$ cat src/rtl/wb_dma_wb_mst_ctrl_pkg.sv
// Shared definitions for the DMA WISHBONE initiator: FSM encoding,
// pass-through bundle field offsets and counter widths.
package wb_dma_wb_mst_ctrl_pkg;

  // One-hot FSM encoding
  typedef enum logic [3:0] {
    ST_IDLE  = 4'b0001,
    ST_REQ   = 4'b0010,
    ST_RETRY = 4'b0100,
    ST_PT    = 4'b1000
  } state_t;

  // Field offsets inside mast_pt_in
  localparam int PT_DATA = 39;
  localparam int PT_ADR  = 7;
  localparam int PT_SEL  = 3;
  localparam int PT_WE   = 2;
  localparam int PT_CYC  = 1;
  localparam int PT_STB  = 0;

  // Counter widths
  localparam int RTY_W = 3;
  localparam int TO_W  = 8;

  // Packs a slave response into the mast_pt_out layout
  function automatic logic [34:0] pt_resp(input logic [31:0] data, input logic ack,
                                          input logic err, input logic rty);
    return {data, ack, err, rty};
  endfunction

endpackage

$ cat src/rtl/wb_dma_wb_mst_ctrl_if.sv
// WISHBONE bus bundle between the DMA initiator and the external slave.
interface wb_dma_wb_mst_ctrl_if;
  logic [31:0] wb_data_o;
  logic [31:0] wb_addr_o;
  logic [3:0]  wb_sel_o;
  logic        wb_we_o;
  logic        wb_cyc_o;
  logic        wb_stb_o;
  logic [31:0] wb_data_i;
  logic        wb_ack_i;
  logic        wb_err_i;
  logic        wb_rty_i;

  modport master (
    output wb_data_o, wb_addr_o, wb_sel_o, wb_we_o, wb_cyc_o, wb_stb_o,
    input  wb_data_i, wb_ack_i, wb_err_i, wb_rty_i
  );

  modport slave (
    input  wb_data_o, wb_addr_o, wb_sel_o, wb_we_o, wb_cyc_o, wb_stb_o,
    output wb_data_i, wb_ack_i, wb_err_i, wb_rty_i
  );
endinterface

$ cat src/rtl/wb_dma_wb_mst_ctrl_tmr.sv
// Retry and timeout counters for one engine transfer. Both clear when a
// transfer starts; the timeout counter also clears for every retry.
module wb_dma_wb_mst_ctrl_tmr
  import wb_dma_wb_mst_ctrl_pkg::*;
#(
  parameter int RTY_MAX = 7,
  parameter int TO_CYC  = 255
) (
  input  logic clk,
  input  logic rst,
  input  logic clr_all,
  input  logic clr_to,
  input  logic inc_rty,
  input  logic inc_to,
  output logic rty_exp,
  output logic to_exp
);

  logic [RTY_W-1:0] rty_cnt;
  logic [TO_W-1:0]  to_cnt;

  // Counter updates; increments are only requested below the limits
  always_ff @(posedge clk or posedge rst) begin
    if (rst) begin
      rty_cnt <= '0;
      to_cnt  <= '0;
    end else begin
      if (clr_all)
        rty_cnt <= '0;
      else if (inc_rty)
        rty_cnt <= rty_cnt + 1'b1;

      if (clr_all || clr_to)
        to_cnt <= '0;
      else if (inc_to)
        to_cnt <= to_cnt + 1'b1;
    end
  end

  // The current REQ cycle is the TO_CYC-th one once to_cnt reaches TO_CYC-1
  assign rty_exp = (rty_cnt == RTY_W'(RTY_MAX));
  assign to_exp  = (to_cnt == TO_W'(TO_CYC - 1));

endmodule

$ cat src/rtl/wb_dma_wb_mst_ctrl.sv
// WISHBONE initiator of the DMA core. Turns engine single-word requests into
// classic cycles with bounded retry/timeout, and lends the bus to the host
// pass-through path. Each engine transfer ends in exactly one drdy or err.
module wb_dma_wb_mst_ctrl
  import wb_dma_wb_mst_ctrl_pkg::*;
#(
  parameter int RTY_MAX = 7,
  parameter int TO_CYC  = 255
) (
  input  logic        clk,
  input  logic        rst,
  input  logic        mast_go,
  input  logic        mast_we,
  input  logic [31:0] mast_adr,
  input  logic [3:0]  mast_sel,
  input  logic [31:0] mast_din,
  output logic [31:0] mast_dout,
  output logic        mast_drdy,
  output logic        mast_err,
  output logic        mast_busy,
  input  logic [70:0] mast_pt_in,
  output logic [34:0] mast_pt_out,
  wb_dma_wb_mst_ctrl_if.master wb
);

  state_t      state, state_nxt;
  logic [31:0] adr_r, dat_r, dout_r;
  logic [3:0]  sel_r;
  logic        we_r, cyc_r;
  logic        ld_req, drdy, err;
  logic        clr_all, clr_to, inc_rty, inc_to;
  logic        rty_exp, to_exp;
  logic        pt_mode, pt_cyc;

  assign pt_cyc = mast_pt_in[PT_CYC];

  wb_dma_wb_mst_ctrl_tmr #(
    .RTY_MAX (RTY_MAX),
    .TO_CYC  (TO_CYC)
  ) u_tmr (
    .clk     (clk),
    .rst     (rst),
    .clr_all (clr_all),
    .clr_to  (clr_to),
    .inc_rty (inc_rty),
    .inc_to  (inc_to),
    .rty_exp (rty_exp),
    .to_exp  (to_exp)
  );

  // State register; reset drops any in-flight cycle immediately
  always_ff @(posedge clk or posedge rst) begin
    if (rst) state <= ST_IDLE;
    else     state <= state_nxt;
  end

  // Next state and the same-cycle engine completion strobes
  always_comb begin
    state_nxt = state;
    ld_req    = 1'b0;
    drdy      = 1'b0;
    err       = 1'b0;
    clr_all   = 1'b0;
    clr_to    = 1'b0;
    inc_rty   = 1'b0;
    inc_to    = 1'b0;
    unique case (state)
      ST_IDLE: begin
        // Host wins a same-cycle tie with the engine
        if (pt_cyc) begin
          state_nxt = ST_PT;
        end else if (mast_go) begin
          state_nxt = ST_REQ;
          ld_req    = 1'b1;
          clr_all   = 1'b1;
        end
      end
      ST_REQ: begin
        if (wb.wb_err_i) begin
          err       = 1'b1;
          state_nxt = ST_IDLE;
        end else if (wb.wb_ack_i) begin
          drdy      = 1'b1;
          state_nxt = ST_IDLE;
        end else if (wb.wb_rty_i) begin
          if (rty_exp) begin
            err       = 1'b1;
            state_nxt = ST_IDLE;
          end else begin
            inc_rty   = 1'b1;
            state_nxt = ST_RETRY;
          end
        end else if (to_exp) begin
          err       = 1'b1;
          state_nxt = ST_IDLE;
        end else begin
          inc_to = 1'b1;
        end
      end
      ST_RETRY: begin
        clr_to    = 1'b1;
        state_nxt = ST_REQ;
      end
      ST_PT: begin
        if (!pt_cyc) state_nxt = ST_IDLE;
      end
      default: state_nxt = ST_IDLE;
    endcase
  end

  // Engine bus registers: request captured on IDLE->REQ, cyc/stb track REQ
  always_ff @(posedge clk or posedge rst) begin
    if (rst) begin
      adr_r <= '0;
      dat_r <= '0;
      sel_r <= '0;
      we_r  <= 1'b0;
      cyc_r <= 1'b0;
    end else begin
      cyc_r <= (state_nxt == ST_REQ);
      if (ld_req) begin
        adr_r <= mast_adr;
        dat_r <= mast_din;
        sel_r <= mast_sel;
        we_r  <= mast_we;
      end
    end
  end

  // Read data is held after the completing ack until the next read
  always_ff @(posedge clk or posedge rst) begin
    if (rst)               dout_r <= '0;
    else if (drdy && !we_r) dout_r <= wb.wb_data_i;
  end

  assign pt_mode = (state == ST_PT);

  assign wb.wb_addr_o = pt_mode ? mast_pt_in[PT_ADR +: 32]  : adr_r;
  assign wb.wb_data_o = pt_mode ? mast_pt_in[PT_DATA +: 32] : dat_r;
  assign wb.wb_sel_o  = pt_mode ? mast_pt_in[PT_SEL +: 4]   : sel_r;
  assign wb.wb_we_o   = pt_mode ? mast_pt_in[PT_WE]         : we_r;
  assign wb.wb_cyc_o  = pt_mode ? mast_pt_in[PT_CYC]        : cyc_r;
  assign wb.wb_stb_o  = pt_mode ? mast_pt_in[PT_STB]        : cyc_r;

  // The host only ever sees slave responses while it owns the bus
  assign mast_pt_out = pt_mode ? pt_resp(wb.wb_data_i, wb.wb_ack_i, wb.wb_err_i, wb.wb_rty_i)
                               : 35'h0;

  assign mast_dout = (drdy && !we_r) ? wb.wb_data_i : dout_r;
  assign mast_drdy = drdy;
  assign mast_err  = err;
  assign mast_busy = (state == ST_REQ) || (state == ST_RETRY);

endmodule

$ cat src/flat_wrapper.sv
// flat-port wrapper written by rule: the top's interface ports become plain ports
module wb_dma_wb_mst_ctrl_flat import wb_dma_wb_mst_ctrl_pkg::*;
#(
  parameter int RTY_MAX = 7,
  parameter int TO_CYC  = 255
)
  (clk, rst, mast_go, mast_we, mast_adr, mast_sel, mast_din, mast_dout, mast_drdy, mast_err, mast_busy, mast_pt_in, mast_pt_out, wb_wb_data_o, wb_wb_addr_o, wb_wb_sel_o, wb_wb_we_o, wb_wb_cyc_o, wb_wb_stb_o, wb_wb_data_i, wb_wb_ack_i, wb_wb_err_i, wb_wb_rty_i);
  wb_dma_wb_mst_ctrl_if wb_i ();
  input  logic clk;
  input  logic rst;
  input  logic mast_go;
  input  logic mast_we;
  input  logic [31:0] mast_adr;
  input  logic [3:0] mast_sel;
  input  logic [31:0] mast_din;
  output logic [31:0] mast_dout;
  output logic mast_drdy;
  output logic mast_err;
  output logic mast_busy;
  input  logic [70:0] mast_pt_in;
  output logic [34:0] mast_pt_out;
  output wire logic [$bits(wb_i.wb_data_o)-1:0] wb_wb_data_o;
  output wire logic [$bits(wb_i.wb_addr_o)-1:0] wb_wb_addr_o;
  output wire logic [$bits(wb_i.wb_sel_o)-1:0] wb_wb_sel_o;
  output wire logic [$bits(wb_i.wb_we_o)-1:0] wb_wb_we_o;
  output wire logic [$bits(wb_i.wb_cyc_o)-1:0] wb_wb_cyc_o;
  output wire logic [$bits(wb_i.wb_stb_o)-1:0] wb_wb_stb_o;
  input wire logic [$bits(wb_i.wb_data_i)-1:0] wb_wb_data_i;
  input wire logic [$bits(wb_i.wb_ack_i)-1:0] wb_wb_ack_i;
  input wire logic [$bits(wb_i.wb_err_i)-1:0] wb_wb_err_i;
  input wire logic [$bits(wb_i.wb_rty_i)-1:0] wb_wb_rty_i;
  assign wb_wb_data_o = wb_i.wb_data_o;
  assign wb_wb_addr_o = wb_i.wb_addr_o;
  assign wb_wb_sel_o = wb_i.wb_sel_o;
  assign wb_wb_we_o = wb_i.wb_we_o;
  assign wb_wb_cyc_o = wb_i.wb_cyc_o;
  assign wb_wb_stb_o = wb_i.wb_stb_o;
  assign wb_i.wb_data_i = wb_wb_data_i;
  assign wb_i.wb_ack_i = wb_wb_ack_i;
  assign wb_i.wb_err_i = wb_wb_err_i;
  assign wb_i.wb_rty_i = wb_wb_rty_i;
  wb_dma_wb_mst_ctrl #(.RTY_MAX(RTY_MAX), .TO_CYC(TO_CYC)) u_core (.clk(clk), .rst(rst), .mast_go(mast_go), .mast_we(mast_we), .mast_adr(mast_adr), .mast_sel(mast_sel), .mast_din(mast_din), .mast_dout(mast_dout), .mast_drdy(mast_drdy), .mast_err(mast_err), .mast_busy(mast_busy), .mast_pt_in(mast_pt_in), .mast_pt_out(mast_pt_out), .wb(wb_i));
endmodule
$ cat config.mk
export PLATFORM = sky130hd
export DESIGN_NAME = wb_dma_wb_mst_ctrl_flat
export DESIGN_NICKNAME = d
export VERILOG_FILES = /design/src/rtl/wb_dma_wb_mst_ctrl_pkg.sv /design/src/rtl/wb_dma_wb_mst_ctrl_if.sv /design/src/rtl/wb_dma_wb_mst_ctrl_tmr.sv /design/src/rtl/wb_dma_wb_mst_ctrl.sv /design/src/flat_wrapper.sv
export SDC_FILE = /design/constraint.sdc
export NUM_CORES = 1
export LEC_CHECK = 0
export ABC_AREA = 1
export BUFFER_PORTS_ARGS = -buffer_cell sky130_fd_sc_hd__buf_2
export CORE_AREA = 2 2 125 127
export DETAILED_ROUTE_END_ITERATION = 12
export DIE_AREA = 0 0 127 129
export GPL_ROUTABILITY_DRIVEN = 0
export PLACE_DENSITY = 0.83
export SLEW_MARGIN = 20
export SYNTH_ARGS = -nofsm -noshare
export SYNTH_HDL_FRONTEND = slang
export SYNTH_SLANG_ARGS = --single-unit
$ cat constraint.sdc
create_clock -name clk -period 7.5 [get_ports clk]
set_input_delay 1.5 -clock clk [delete_from_list [all_inputs] [get_ports clk]]
set_output_delay 1.5 -clock clk [all_outputs]
set_load 0.01 [all_outputs]
; Word-level counts from Yosys, hierarchy flattened
; Index checks and enable logic that the tools add are counted.
[word_totals]
input_bits = 178
out_inout_bits = 141
regBits = 117
wordCells = 68
[classes]
add_sub_neg = 2
n_eq_ne = 7
reduce_logical = 6
n_mux = 44
[op_table]
columns = op, n
row1 = 32-bit two-way mux, 3
row2 = 35-bit two-way mux, 1
row3 = 4-bit two-way mux, 8
row4 = 1-bit two-way mux, 26
row5 = 8-bit two-way mux, 2
row6 = 4-bit case mux with 4 select lines, 1
row7 = 3-bit two-way mux, 3
row8 = "8-bit by 1-bit adder with 8-bit output, second input constant", 1
row9 = "4-bit by 2-bit == test with 1-bit output, second input constant", 2
row10 = "8-bit == test, second input constant", 1
row11 = "4-bit by 1-bit == test with 1-bit output, second input constant", 1
row12 = "4-bit by 3-bit == test with 1-bit output, second input constant", 1
row13 = "4-bit == test, second input constant", 1
row14 = 2-bit nonzero test, 2
row15 = "3-bit by 1-bit adder with 3-bit output, second input constant", 1
row16 = "3-bit == test, second input constant", 1
row17 = 1-bit logical OR, 2
row18 = 1-bit logical AND, 1
row19 = 1-bit logical NOT, 1

; Longest topological paths before layout
; Gate-level depths: netlist (run 1).
[logic_depth]
word_depth = 8
ltp_mapped = 10
mapped_depth_nobuf = 9

; By module
; Synthesis (run 1) repeated with hierarchy kept, for this count alone.
[hier_totals]
hier_cells = 818
area_unflattened_um2 = 5831.8
[modules_own_cells]
columns = module, cells_each, instances, seq_area_each_um2, area_each_um2
row1 = wb_dma_wb_mst_ctrl, 750, 1, 2653.8, 5241.3
row2 = wb_dma_wb_mst_ctrl_tmr, 68, 1, 275.3, 590.6

; Least setup slack after synthesis (run 1)
; Ideal clock, no wire load.
[synth_timing]
path_type = input-to-output
startpoint = input wb_wb_ack_i
endpoint = output mast_dout[10]
n_path_buf = 1
cell_stages = 7
required_ns = 6.000
setup_slack_ns = 3.725
arrival_ns = 2.275
path_cell_list = inv_1 nor2_1 inv_1 nor2_4 nand2_4 buf_6 o21ai_2
[synth_via]
elab_chain_len = 5
[synth_lines]
columns = element, line
row1 = from (decl), flat_wrapper.sv:29  ; input wire logic [$bits(wb_i.wb_ack_i)-1:0] wb_wb_ack_i;
row2 = 1-bit two-way mux, wb_dma_wb_mst_ctrl.sv:82  ; end else if (wb.wb_ack_i) begin
row3 = 1-bit two-way mux, wb_dma_wb_mst_ctrl.sv:79  ; if (wb.wb_err_i) begin
row4 = 1-bit two-way mux, wb_dma_wb_mst_ctrl.sv:67  ; unique case (state)
row5 = via mast_drdy, flat_wrapper.sv:17  ; output logic mast_drdy;
row6 = 1-bit logical AND, wb_dma_wb_mst_ctrl.sv:149  ; assign mast_dout = (drdy && !we_r) ? wb.wb_data_i : dout_r;
row7 = 32-bit two-way mux, wb_dma_wb_mst_ctrl.sv:149
row8 = to (decl), flat_wrapper.sv:16  ; output logic [31:0] mast_dout;
; The timed path passes the listed nets, and every way through them passes these cells.

; Worst setup path after layout (run 1)
[layout_timing]
startpoint = register u_core.state[1]
endpoint = output wb_wb_data_o[9]
[layout_via]
elab_chain_len = 2
[layout_lines]
columns = element, line
row1 = from (decl), wb_dma_wb_mst_ctrl.sv:26  ; state_t state, state_nxt;
row2 = from (signal assigned), wb_dma_wb_mst_ctrl.sv:54  ; else state <= state_nxt;
row3 = 4-bit == test, wb_dma_wb_mst_ctrl.sv:136  ; assign pt_mode = (state == ST_PT);
row4 = 32-bit two-way mux, wb_dma_wb_mst_ctrl.sv:139  ; assign wb.wb_data_o = pt_mode ? mast_pt_in[PT_DATA +: 32] : dat_r;
row5 = to (decl), flat_wrapper.sv:22  ; output wire logic [$bits(wb_i.wb_data_o)-1:0] wb_wb_data_o;
; Every way passes these cells.

==> results of run 1 <==
[state kept, by name, indices dropped and copies added, names as in the netlist]
signal,count
u_core.adr_r,32
u_core.dat_r,32
u_core.dout_r,32
u_core.u_tmr.to_cnt,8
u_core.sel_r,4
u_core.state,4
u_core.u_tmr.rty_cnt,3
u_core.cyc_r,1
u_core.we_r,1
[worst min path at each step]
stage	cells after the start	startpoint	slack, ns	end
2_1_floorplan	2	u_core.adr_r[0]$_DFFE_PP0P_	0.45	u_core.adr_r[0]$_DFFE_PP0P_
3_3_place_gp	2	u_core.dout_r[19]$_DFF_PP0_	0.45	u_core.dout_r[19]$_DFF_PP0_
3_5_place_dp	2	u_core.dout_r[30]$_DFF_PP0_	0.45	u_core.dout_r[30]$_DFF_PP0_
4_1_cts	2	u_core.dout_r[30]$_DFF_PP0_	0.46	u_core.dout_r[30]$_DFF_PP0_
5_1_grt	2	u_core.dout_r[14]$_DFF_PP0_	0.48	u_core.dout_r[14]$_DFF_PP0_
6_report	2	u_core.dout_r[30]$_DFF_PP0_	0.46	u_core.dout_r[30]$_DFF_PP0_
[cells in the mapped netlist (3+ instances only)]
cell	number
nand2_1	382
dfrtp_1	116
inv_1	75
o21ai_0	61
nor2_1	58
o21ai_2	32
nand3_1	21
buf_2	18
buf_4	8
clkbuf_1	8
buf_6	6
inv_2	6
ha_1	4
nand2_4	3
[logic make-up after synthesis]
| family | after synthesis |
|---|---|
| adders and majority gates | 4 |
| and+or+nand+nor | 469 |
| xor gates and xnor gates | 3 |
| DFF | 117 |
| buffers and inverters | 122 |
| AOI/OAI and AO/OA | 96 |
[layout make-up]
| type | count | area share [%] |
|---|---|---|
| sequential | 117 | 35.78 |
| multi-input combinational | 572 | 30.95 |
| timing repair buffer | 322 | 19.81 |
| clock buffer | 26 | 6.220 |
| inverter | 82 | 3.821 |
| tap | 188 | 2.873 |
| clock inverter | 4 | 0.5502 |
[tightest hold or removal path, cell delays in order, from the launching register on]
cell     delay [ns]
dfrtp_1        0.31
nand2_1        0.06
o21ai_2        0.05
[metal layers]
layer / GRT usage (%) / vias to the layer above / wire, um
met5: 0 / - / 13
met4: 7.498 / 2 / 373
met3: 4.990 / 26 / 1107
met2: 35.93 / 233 / 8521
met1: 26.53 / 2710 / 7371
li1: - / 3068 / -
[metrics by stage]
stage	instance area (um2)	total power, W	utilization (%)	hold WS (ns)	std cells
final	8187	0.003119	54.66	0.4589	1311
after global routing	8187	0.003354	54.66	0.4766	1311
after CTS	8187	0.003156	54.66	0.4645	1311
after detailed placement	7632	0.002381	50.96	0.4531	1281
after global placement	7632	0.002337	50.96	0.4493	1281
after floorplan	6008	0.001833	-	0.4492	811
[power groups by stage]
stage                     Sequential (W)  Clock [W]  Combinational [W]
after floorplan                 0.000984          0           0.000849
after global placement           0.00100          0            0.00134
after detailed placement         0.00101          0            0.00137
after CTS                        0.00101   0.000773            0.00137
after global routing             0.00104   0.000800            0.00152
final                            0.00101   0.000755            0.00135
[placed cells by master, fill, tap and decap left out]
cell	n
o21bai_1	1
dfstp_2	1
nor2_2	1
ha_1	4
a21oi_1	2
o21ai_2	32
xnor2_1	2
nand3_1	20
buf_2	318
clkinv_2	3
dfrtp_1	116
nor2_4	2
nand3_4	1
clkbuf_1	4
nand2_4	3
xor2_1	1
inv_2	6
clkbuf_8	5
nand2_1	382
inv_4	2
clkbuf_16	17
nand4_2	1
bufinv_16	1
buf_4	4
inv_1	74
o21ai_0	61
nand3_2	1
nor2_1	58
==> results.py, run 1 <==
metrics = {
    "route": {
        "drt_iter0_markers": 337,
        "vias": 6039,
        "drtPass1Iterations": 5,
        "wl_per_cell_um": 13.26,
        "drc": 0,
        "avgViaCountPerCell": 4.606,
        "ant_nets": 0,
        "routed_wl_um": 17390,
    },
    "clock_network": {
        "h-tree-depth": 4,
        "worstSkewPairLatency_ns": 0.41,
        "cts_buffer_depth": 2,
        "clock_sinks": 117,
        "postCtsSetupRepairBufs": 0,
        "path_clk_slew_ns": 0.05,
        "cts_tree": "done",
        "hold_buffers": 0,
        "cts_inserted_buffers": 17,
        "cts_resized": 0,
        "cts-root-buf": "clkbuf_16",
    },
    "synthesis": {
        "synth_seq_cells": 117,
        "synthMuxAreaShare_pct": 0,
        "yosys.area_share.simple_pct": 30.65,
        "synthCells": 811,
        "synth_nets": 993,
        "ys_types": 24,
        "synth_ff_type": "dfrtp_1",
        "synth_edf_count": 0,
        "synth_top_family_by_area": "simple AND/OR/NAND/NOR gates",
        "ys_async_sr_fraction_pct": 100.0,
        "synth_area_um2": 6008,
        "synth-xor-area-share_pct": 0.4373,
        "synth_area_per_cell_um2": 7.408,
        "synthAdderAreaFrac_pct": 0.8330,
        "synth_compound_area_share_pct": 10.04,
        "yosysTopAreaCell": "dfrtp_1",
        "synth_area_leaders": "dfrtp_1, nand2_1, o21ai_0",
        "yosys.area.top_type_share_pct": 48.31,
        "seq_area_frac_synth_pct": 48.75,
        "synth-warning-count": 0,
    },
    "finish": {
        "layout-drive-gt1-share_pct": 35.44,
        "finalNetCount": 1294,
        "diodes": 0,
        "multi_input_area_um2": 2534,
        "seqCellArea_um2": 2929,
        "area_growth_pct": 36.26,
        "fill_cells": 1405,
    },
    "timing": {
        "finalCritPeriodShare_pct": 67.45,
        "clock.fmax_mhz": 197.7,
        "slew_viol_final": 0,
        "setup-tns-final_ns": 0,
        "period_needed_ns": 5.059,
        "worstMarginPinSlew_ns": 0.9136,
        "setup_viol": 0,
        "rsz0062_at_grt": "no",
        "slew_headroom_pct": 39.10,
        "finalWorstSetupSlack_ns": 2.441,
        "skew_ns": 0.005522,
        "hold_viol_final": 0,
    },
    "power_and_ir_drop": {
        "p_clk_share_pct": 24.2,
        "switching_share_pct": 38.74,
        "seqPwrFrac_pct": 32.4,
        "power_frac_comb_pct": 43.4,
        "p_sw_w": 0.001208,
        "leakage_nw": 4.893,
        "p_int_w": 0.001911,
        "vdd_drop_max_v": 0.0001761,
        "power.density_nw_per_um2": 381.0,
    },
    "placement": {
        "dp_hpwl_um": 12690,
        "port_buffers": 318,
        "dp_slack_ns": 2.818,
    },
    "floorplanning": {
        "num_rows": 45,
        "ios": 319,
        "die_x_um": 127,
        "coreArea_um2": 14980,
        "die_height_um": 129,
        "die-area_um2": 16380,
        "start_util_pct": 40.12,
    },
    "critical_path": {
        "slowest_delay_ns": 0.96,
        "cp_slowest_cell": "inv_2",
        "crit_chain": "nor2_1 > nand3_4 > inv_2 > buf_4 > nand2_1 > nand2_1 > buf_2",
        "rrSetupSlack_ns": 4.74,
        "crit_path_end_kind": "output port",
        "arrival_ns": 3.56,
        "crit_top_cell": "nand2_1",
        "r2r-start": "u_core.state[1]$_DFF_PP0_",
        "ff2ff_path_depth": 5,
        "cp_num_cells": 7,
        "crit_family": "buffers and inverters",
        "startpoint_type": "flop",
        "worstPathMaxFanout": 80,
        "crit_path_end": "wb_wb_data_o[9]",
        "critPathKind": "reg -> out",
        "cp_data_required_time_ns": 6.00,
        "startpoint": "u_core.state[1]$_DFF_PP0_",
        "worstReg2RegEnd": "u_core.state[3]$_DFF_PP0_",
        "worst-path-buf-inv": 3,
    },
    "grt": {
        "grt_pass1_vias": 5539,
        "overflow": 0,
        "grt_start_max_net_pins": 81,
        "grt_first_pass_wirelength_um": 27060,
        "grt_use_total_pct": 21.12,
        "grt_antenna_before_repair": 1,
    },
    "run_status": {
        "status": "completed",
    },
    "hold_path": {
        "hold_class": "reg -> reg",
    },
    "run": {
        "max-cap-violations": 0,
    },
}
Note: power is estimated with default switching activity, not from simulation.
==> run 2, diff against run 1 <==
- clock period: 7.5 -> 4.7 ns (I/O delays scaled with it)
==> run 2 against run 1 <==
  * Combinational power grew 59%
  * Critical endpoint is now wb_wb_addr_o[0]
  * Non-clock buffer count grew 2
  * Highest routed layer is now met4
  * Routed wire length shrank 0.31%
  * Cell area grew 0.49%
  * Clock skew is essentially flat
==> results.py, run 2 (synthesized netlist as in run 1, its figures left out) <==
metrics = {
    "timing": {
        "slew_headroom_pct": 44.43,
        "clock.fmax_mhz": 287.9,
        "worstMarginPinSlew_ns": 0.8335,
        "slew_viol_final": 0,
        "finalCritPeriodShare_pct": 73.90,
        "rsz0062_at_grt": "no",
        "skew_ns": 0.006015,
        "setup-tns-final_ns": 0,
        "period_needed_ns": 3.473,
        "hold_viol_final": 0,
        "setup_viol": 0,
    },
    "power_and_ir_drop": {
        "p_clk_share_pct": 25.1,
        "p_int_w": 0.003078,
        "power_frac_comb_pct": 42.8,
        "p_sw_w": 0.001936,
        "seqPwrFrac_pct": 32.1,
        "power.density_nw_per_um2": 609.6,
        "vdd_drop_max_v": 0.0003170,
        "total_power_w": 0.005015,
        "switching_share_pct": 38.61,
        "leakage_nw": 4.904,
    },
    "route": {
        "vias": 6016,
        "drc": 0,
        "routed_wl_um": 17330,
        "avgViaCountPerCell": 4.575,
        "ant_nets": 0,
        "drtPass1Iterations": 5,
        "wl_per_cell_um": 13.18,
        "drt_iter0_markers": 318,
    },
    "critical_path": {
        "cp_slowest_cell": "inv_2",
        "crit_path_end_kind": "output port",
        "critPathKind": "reg -> out",
        "slowest_delay_ns": 0.58,
        "arrival_ns": 2.53,
        "crit_top_cell": "nand2_1",
        "cp_data_required_time_ns": 3.76,
        "crit_chain": "nor2_1 > nand3_4 > inv_2 > buf_4 > nand2_1 > nand2_1 > buf_2",
        "worstPathMaxFanout": 60,
        "crit_family": "buffers and inverters",
        "startpoint_type": "flop",
        "worst-path-buf-inv": 3,
    },
    "clock_network": {
        "cts-root-buf": "clkbuf_16",
        "postCtsSetupRepairBufs": 0,
        "hold_buffers": 0,
        "worstSkewPairLatency_ns": 0.40,
        "cts_resized": 0,
        "cts_tree": "done",
        "cts_buffer_depth": 2,
        "path_clk_slew_ns": 0.05,
        "cts_inserted_buffers": 17,
        "clock_sinks": 117,
        "h-tree-depth": 4,
    },
    "finish": {
        "mostFrequentLayoutCells": "nand2_1, buf_2, dfrtp_1, inv_1, o21ai_0",
        "layout-drive-gt1-share_pct": 35.79,
        "layout_commonest_cell": "nand2_1",
        "top_regs": "u_core.adr_r (32), u_core.dat_r (32), u_core.dout_r (32)",
        "finalNetCount": 1296,
        "area_growth_pct": 36.92,
    },
    "placement": {
        "port_buffers": 318,
        "dp_hpwl_um": 12580,
    },
    "floorplanning": {
        "start_util_pct": 40.12,
        "die_x_um": 127,
        "num_rows": 45,
        "die_height_um": 129,
        "coreArea_um2": 14980,
        "ios": 319,
        "die-area_um2": 16380,
    },
    "grt": {
        "overflow": 0,
        "grt_use_total_pct": 20.90,
        "grt_start_max_net_pins": 80,
        "grt_pass1_vias": 5616,
        "grt_antenna_before_repair": 1,
        "grt_first_pass_wirelength_um": 27210,
    },
    "hold_path": {
        "hold_class": "reg -> reg",
    },
    "run": {
        "max-cap-violations": 0,
    },
    "run_status": {
        "status": "completed",
    },
}
## run 2: worst paths after layout
check | startpoint | endpoint | slack (ns) | cells after the start
setup reg to reg | u_core.state[0]$_DFF_PP1_ | u_core.dat_r[1]$_DFFE_PP0P_ | 2.08 | 7
max in group asynchronous | rst | u_core.state[0]$_DFF_PP1_ | 3.17 | 3
hold / removal | u_core.dout_r[9]$_DFF_PP0_ | u_core.dout_r[9]$_DFF_PP0_ | 0.47 | 2
min in group asynchronous | rst | u_core.dout_r[4]$_DFF_PP0_ | 0.61 | 2
hold reg to reg | u_core.dout_r[9]$_DFF_PP0_ | u_core.dout_r[9]$_DFF_PP0_ | 0.47 | 2
setup / recovery | u_core.state[1]$_DFF_PP0_ | wb_wb_addr_o[0] | 1.23 | 7
## run 2: through the flow
| stage | util, % | setup slack, ns | hold WS, ns | area, um2 | std cells |
|---|---|---|---|---|---|
| floorplan | - | 0.6609 | 0.4492 | 6008 | 811 |
| global placement | 51.06 | 1.426 | 0.4523 | 7647 | 1283 |
| detailed placement | 51.06 | 1.363 | 0.4561 | 7647 | 1283 |
| CTS | 54.91 | 1.142 | 0.4678 | 8224 | 1314 |
| global route | 54.93 | 0.8450 | 0.4738 | 8227 | 1315 |
| finish | 54.93 | 1.227 | 0.4665 | 8227 | 1315 |
## run 2: layout make-up
type	count	area, um2
multi-input combinational	572	2534
antenna	1	2.502
sequential	117	2929
tap	188	235.2
fill	1392	6750
inverter	82	312.8
clock inverter	9	102.6
timing repair buffer	324	1637
clock buffer	22	474.2
## run 2: routing by layer
metal	global-route usage, %	part of all wire, %	routed length [um]	up-vias
met5	0	0	0	-
met2	35.52	48	8354	233
met1	24.40	41	7146	2673
met4	8.209	2.5	437	0
met3	7.318	8.0	1394	30
li1	-	-	-	3080
## run 2: tightest hold or removal path, stage by stage (launching register included)
cell and delay (ns):
dfrtp_1 0.32, nand2_1 0.06, o21ai_2 0.06
## run 2: power groups by stage
| stage | clock [W] | sequential, W | combinational [W] |
|---|---|---|---|
| floorplan | 0 | 0.00157 | 0.00136 |
| global placement | 0 | 0.00161 | 0.00212 |
| detailed placement | 0 | 0.00162 | 0.00217 |
| CTS | 0.00129 | 0.00161 | 0.00218 |
| global route | 0.00133 | 0.00165 | 0.00243 |
| finish | 0.00126 | 0.00161 | 0.00215 |
==> run 3, diff against run 2 <==
- ABC_AREA: 1 -> 0
- PLACE_DENSITY: 0.83 -> 0.82
- clock period: 4.7 -> 3.5 ns (I/O delays scaled with it)
==> run 3 against run 2 <==
  * First-iteration DRC count decreased by 54%
  * Critical path depth unchanged
  * Worst setup slack got worse by 0.90 ns
  * Total power increased by 42%
  * Via count decreased by 22%
  * Sequential share of layout area decreased by 0.46 points
  * Register-to-register slack got worse by 1.0 ns
  * Cell area increased by 1.3%
  * Global-route usage decreased by 2.0 points
  * Synthesized cell count decreased by 47%
  * Clock power increased by 54%
==> results.py, run 3 <==
metrics = {
    "grt": {
        "overflow": 0,
        "grt_antenna_before_repair": 0,
        "grt_use_total_pct": 18.89,
        "grt_start_max_net_pins": 55,
        "grt_first_pass_wirelength_um": 24170,
        "grt_pass1_vias": 4760,
    },
    "synthesis": {
        "yosysTopAreaCell": "dfrtp_1",
        "yosysMostFrequentCell": "mux2_2",
        "yosys.area.top_type_share_pct": 49.03,
        "synth_seq_cells": 117,
        "ys_top_cells_by_count": "mux2_2, dfrtp_1, and3_1, mux2_4",
        "synth_area_um2": 5921,
        "synth_nets": 615,
        "synth_area_leaders": "dfrtp_1, mux2_2, mux2_4",
        "synthCells": 433,
        "synth_edf_count": 0,
        "synth-warning-count": 0,
        "synth_ff_type": "dfrtp_1",
        "seq_area_frac_synth_pct": 49.47,
        "ys_async_sr_fraction_pct": 100.0,
        "ys_types": 45,
        "synth_area_per_cell_um2": 13.67,
    },
    "critical_path": {
        "arrival_ns": 2.47,
        "crit_path_end_kind": "output port",
        "critPathKind": "reg -> out",
        "startpoint_type": "flop",
        "cp_data_required_time_ns": 2.80,
        "worstPathMaxFanout": 32,
        "ff2ff_path_depth": 4,
    },
    "clock_network": {
        "h-tree-depth": 4,
        "worstSkewPairLatency_ns": 0.40,
        "clock_sinks": 117,
        "cts_buffer_depth": 2,
        "cts_tree": "done",
        "path_clk_slew_ns": 0.05,
        "postCtsSetupRepairBufs": 0,
        "cts-root-buf": "clkbuf_16",
        "cts_resized": 0,
        "cts_inserted_buffers": 17,
        "hold_buffers": 0,
    },
    "power_and_ir_drop": {
        "power_frac_comb_pct": 40.8,
        "p_int_w": 0.004900,
        "p_clk_share_pct": 27.1,
        "leakage_nw": 4.381,
        "vdd_drop_max_v": 0.0003943,
        "p_sw_w": 0.002240,
        "power.density_nw_per_um2": 856.6,
        "switching_share_pct": 31.37,
        "seqPwrFrac_pct": 32.1,
    },
    "timing": {
        "rsz0062_at_grt": "no",
        "hold_viol_final": 0,
        "slew_viol_final": 0,
        "clock.fmax_mhz": 315.5,
        "finalCritPeriodShare_pct": 90.56,
        "setup-tns-final_ns": 0,
        "worstMarginPinSlew_ns": 0.8918,
        "skew_ns": 0.006429,
        "slew_headroom_pct": 40.42,
        "period_needed_ns": 3.170,
        "setup_viol": 0,
    },
    "placement": {
        "dp_hpwl_um": 11680,
        "port_buffers": 318,
        "dp_cells": 918,
    },
    "route": {
        "drtPass1Iterations": 6,
        "drt_iter0_markers": 146,
        "avgViaCountPerCell": 4.936,
        "ant_nets": 0,
        "vias": 4689,
        "wl_per_cell_um": 16.30,
        "routed_wl_um": 15480,
        "drc": 0,
    },
    "floorplanning": {
        "start_util_pct": 39.53,
        "die_x_um": 127,
        "die_height_um": 129,
        "die-area_um2": 16380,
        "ios": 319,
        "coreArea_um2": 14980,
        "num_rows": 45,
    },
    "run_status": {
        "status": "completed",
    },
    "finish": {
        "area_growth_pct": 40.79,
        "layout_commonest_cell": "buf_2",
        "finalNetCount": 931,
        "top_regs": "u_core.adr_r (32), u_core.dat_r (32), u_core.dout_r (32)",
        "layout-drive-gt1-share_pct": 70.47,
        "diodes": 0,
        "fin_cells": 950,
        "mostFrequentLayoutCells": "buf_2, mux2_2, dfrtp_1, and3_1, mux2_4",
    },
    "run": {
        "max-cap-violations": 0,
    },
    "hold_path": {
        "hold_class": "in -> async",
    },
}
## run 3: path summary, 6_finish.rpt
kind | startpoint | to | slack (ns)
setup / recovery | u_core.state[2]$_DFF_PP0_ | mast_dout[0] | 0.33
hold / removal | rst | u_core.adr_r[28]$_DFFE_PP0P_ | 0.47
setup reg to reg | u_core.state[0]$_DFF_PP1_ | u_core.dat_r[22]$_DFFE_PP0P_ | 1.07
hold reg to reg | u_core.dout_r[23]$_DFF_PP0_ | u_core.dout_r[23]$_DFF_PP0_ | 0.49
max in group asynchronous | rst | u_core.dout_r[18]$_DFF_PP0_ | 2.21
min in group clk | u_core.dout_r[23]$_DFF_PP0_ | u_core.dout_r[23]$_DFF_PP0_ | 0.49
## run 3: metal layers
layer	routed length [um]	vias up	global-route usage (%)
li1	-	2209	-
met1	6021	2254	21.34
met2	8014	212	33.71
met3	1292	14	7.069
met4	156	0	5.171
met5	0	-	0
## run 3: power groups by stage
| stage | Clock [W] | Combinational, W | Sequential [W] |
|---|---|---|---|
| floorplan | 0 | 0.00198 | 0.00217 |
| global placement | 0 | 0.00286 | 0.00229 |
| detailed placement | 0 | 0.00293 | 0.00229 |
| CTS | 0.00198 | 0.00295 | 0.00230 |
| global route | 0.00205 | 0.00315 | 0.00236 |
| finish | 0.00194 | 0.00291 | 0.00229 |
## run 3: per-stage QoR
stage               area [um2]  util (%)  total power (W)  hold slack [ns]  setup slack (ns)
floorplan                 5924         -         0.004148           0.4766            0.9452
global placement          7672     51.23         0.005147           0.4745            0.8042
global route              8335     55.66         0.007564           0.4967            0.1975
finish                    8335     55.66         0.007140           0.4663            0.3304
CTS                       8335     55.66         0.007223           0.4907            0.3087
detailed placement        7672     51.23         0.005227           0.4760            0.7567
## run 3: layout make-up
class / count / area (um2)
clock buffer: 19 / 442.9
clock inverter: 13 / 220.2
fill: 1285 / 6641
inverter: 4 / 18.77
multi-input combinational: 283 / 2788
sequential: 117 / 2929
tap: 188 / 235.2
timing repair buffer: 326 / 1702
## run 3: critical path: stages, from the launching register on
cell and delay [ns]:
dfrtp_1 0.45, nor4b_4 0.29, buf_4 0.19, and3b_1 0.18
and2b_2 0.17, buf_12 0.25, mux2_2 0.38, buf_2 0.14
## run 3: cells by family (layout without fill, tap and decap cells)
logic type                 after synthesis  in the layout  synth area share [%]
AOI/OAI and AO/OA                       21             21                 2.578
xor gates and xnor gates                 3              3                0.4439
DFF                                    117            117                 49.47
buffers and inverters                   33            362                 3.656
muxes                                  173            173                 34.74
adders and majority gates                4              4                0.8453
and+or+nand+nor                         82             82                 8.263
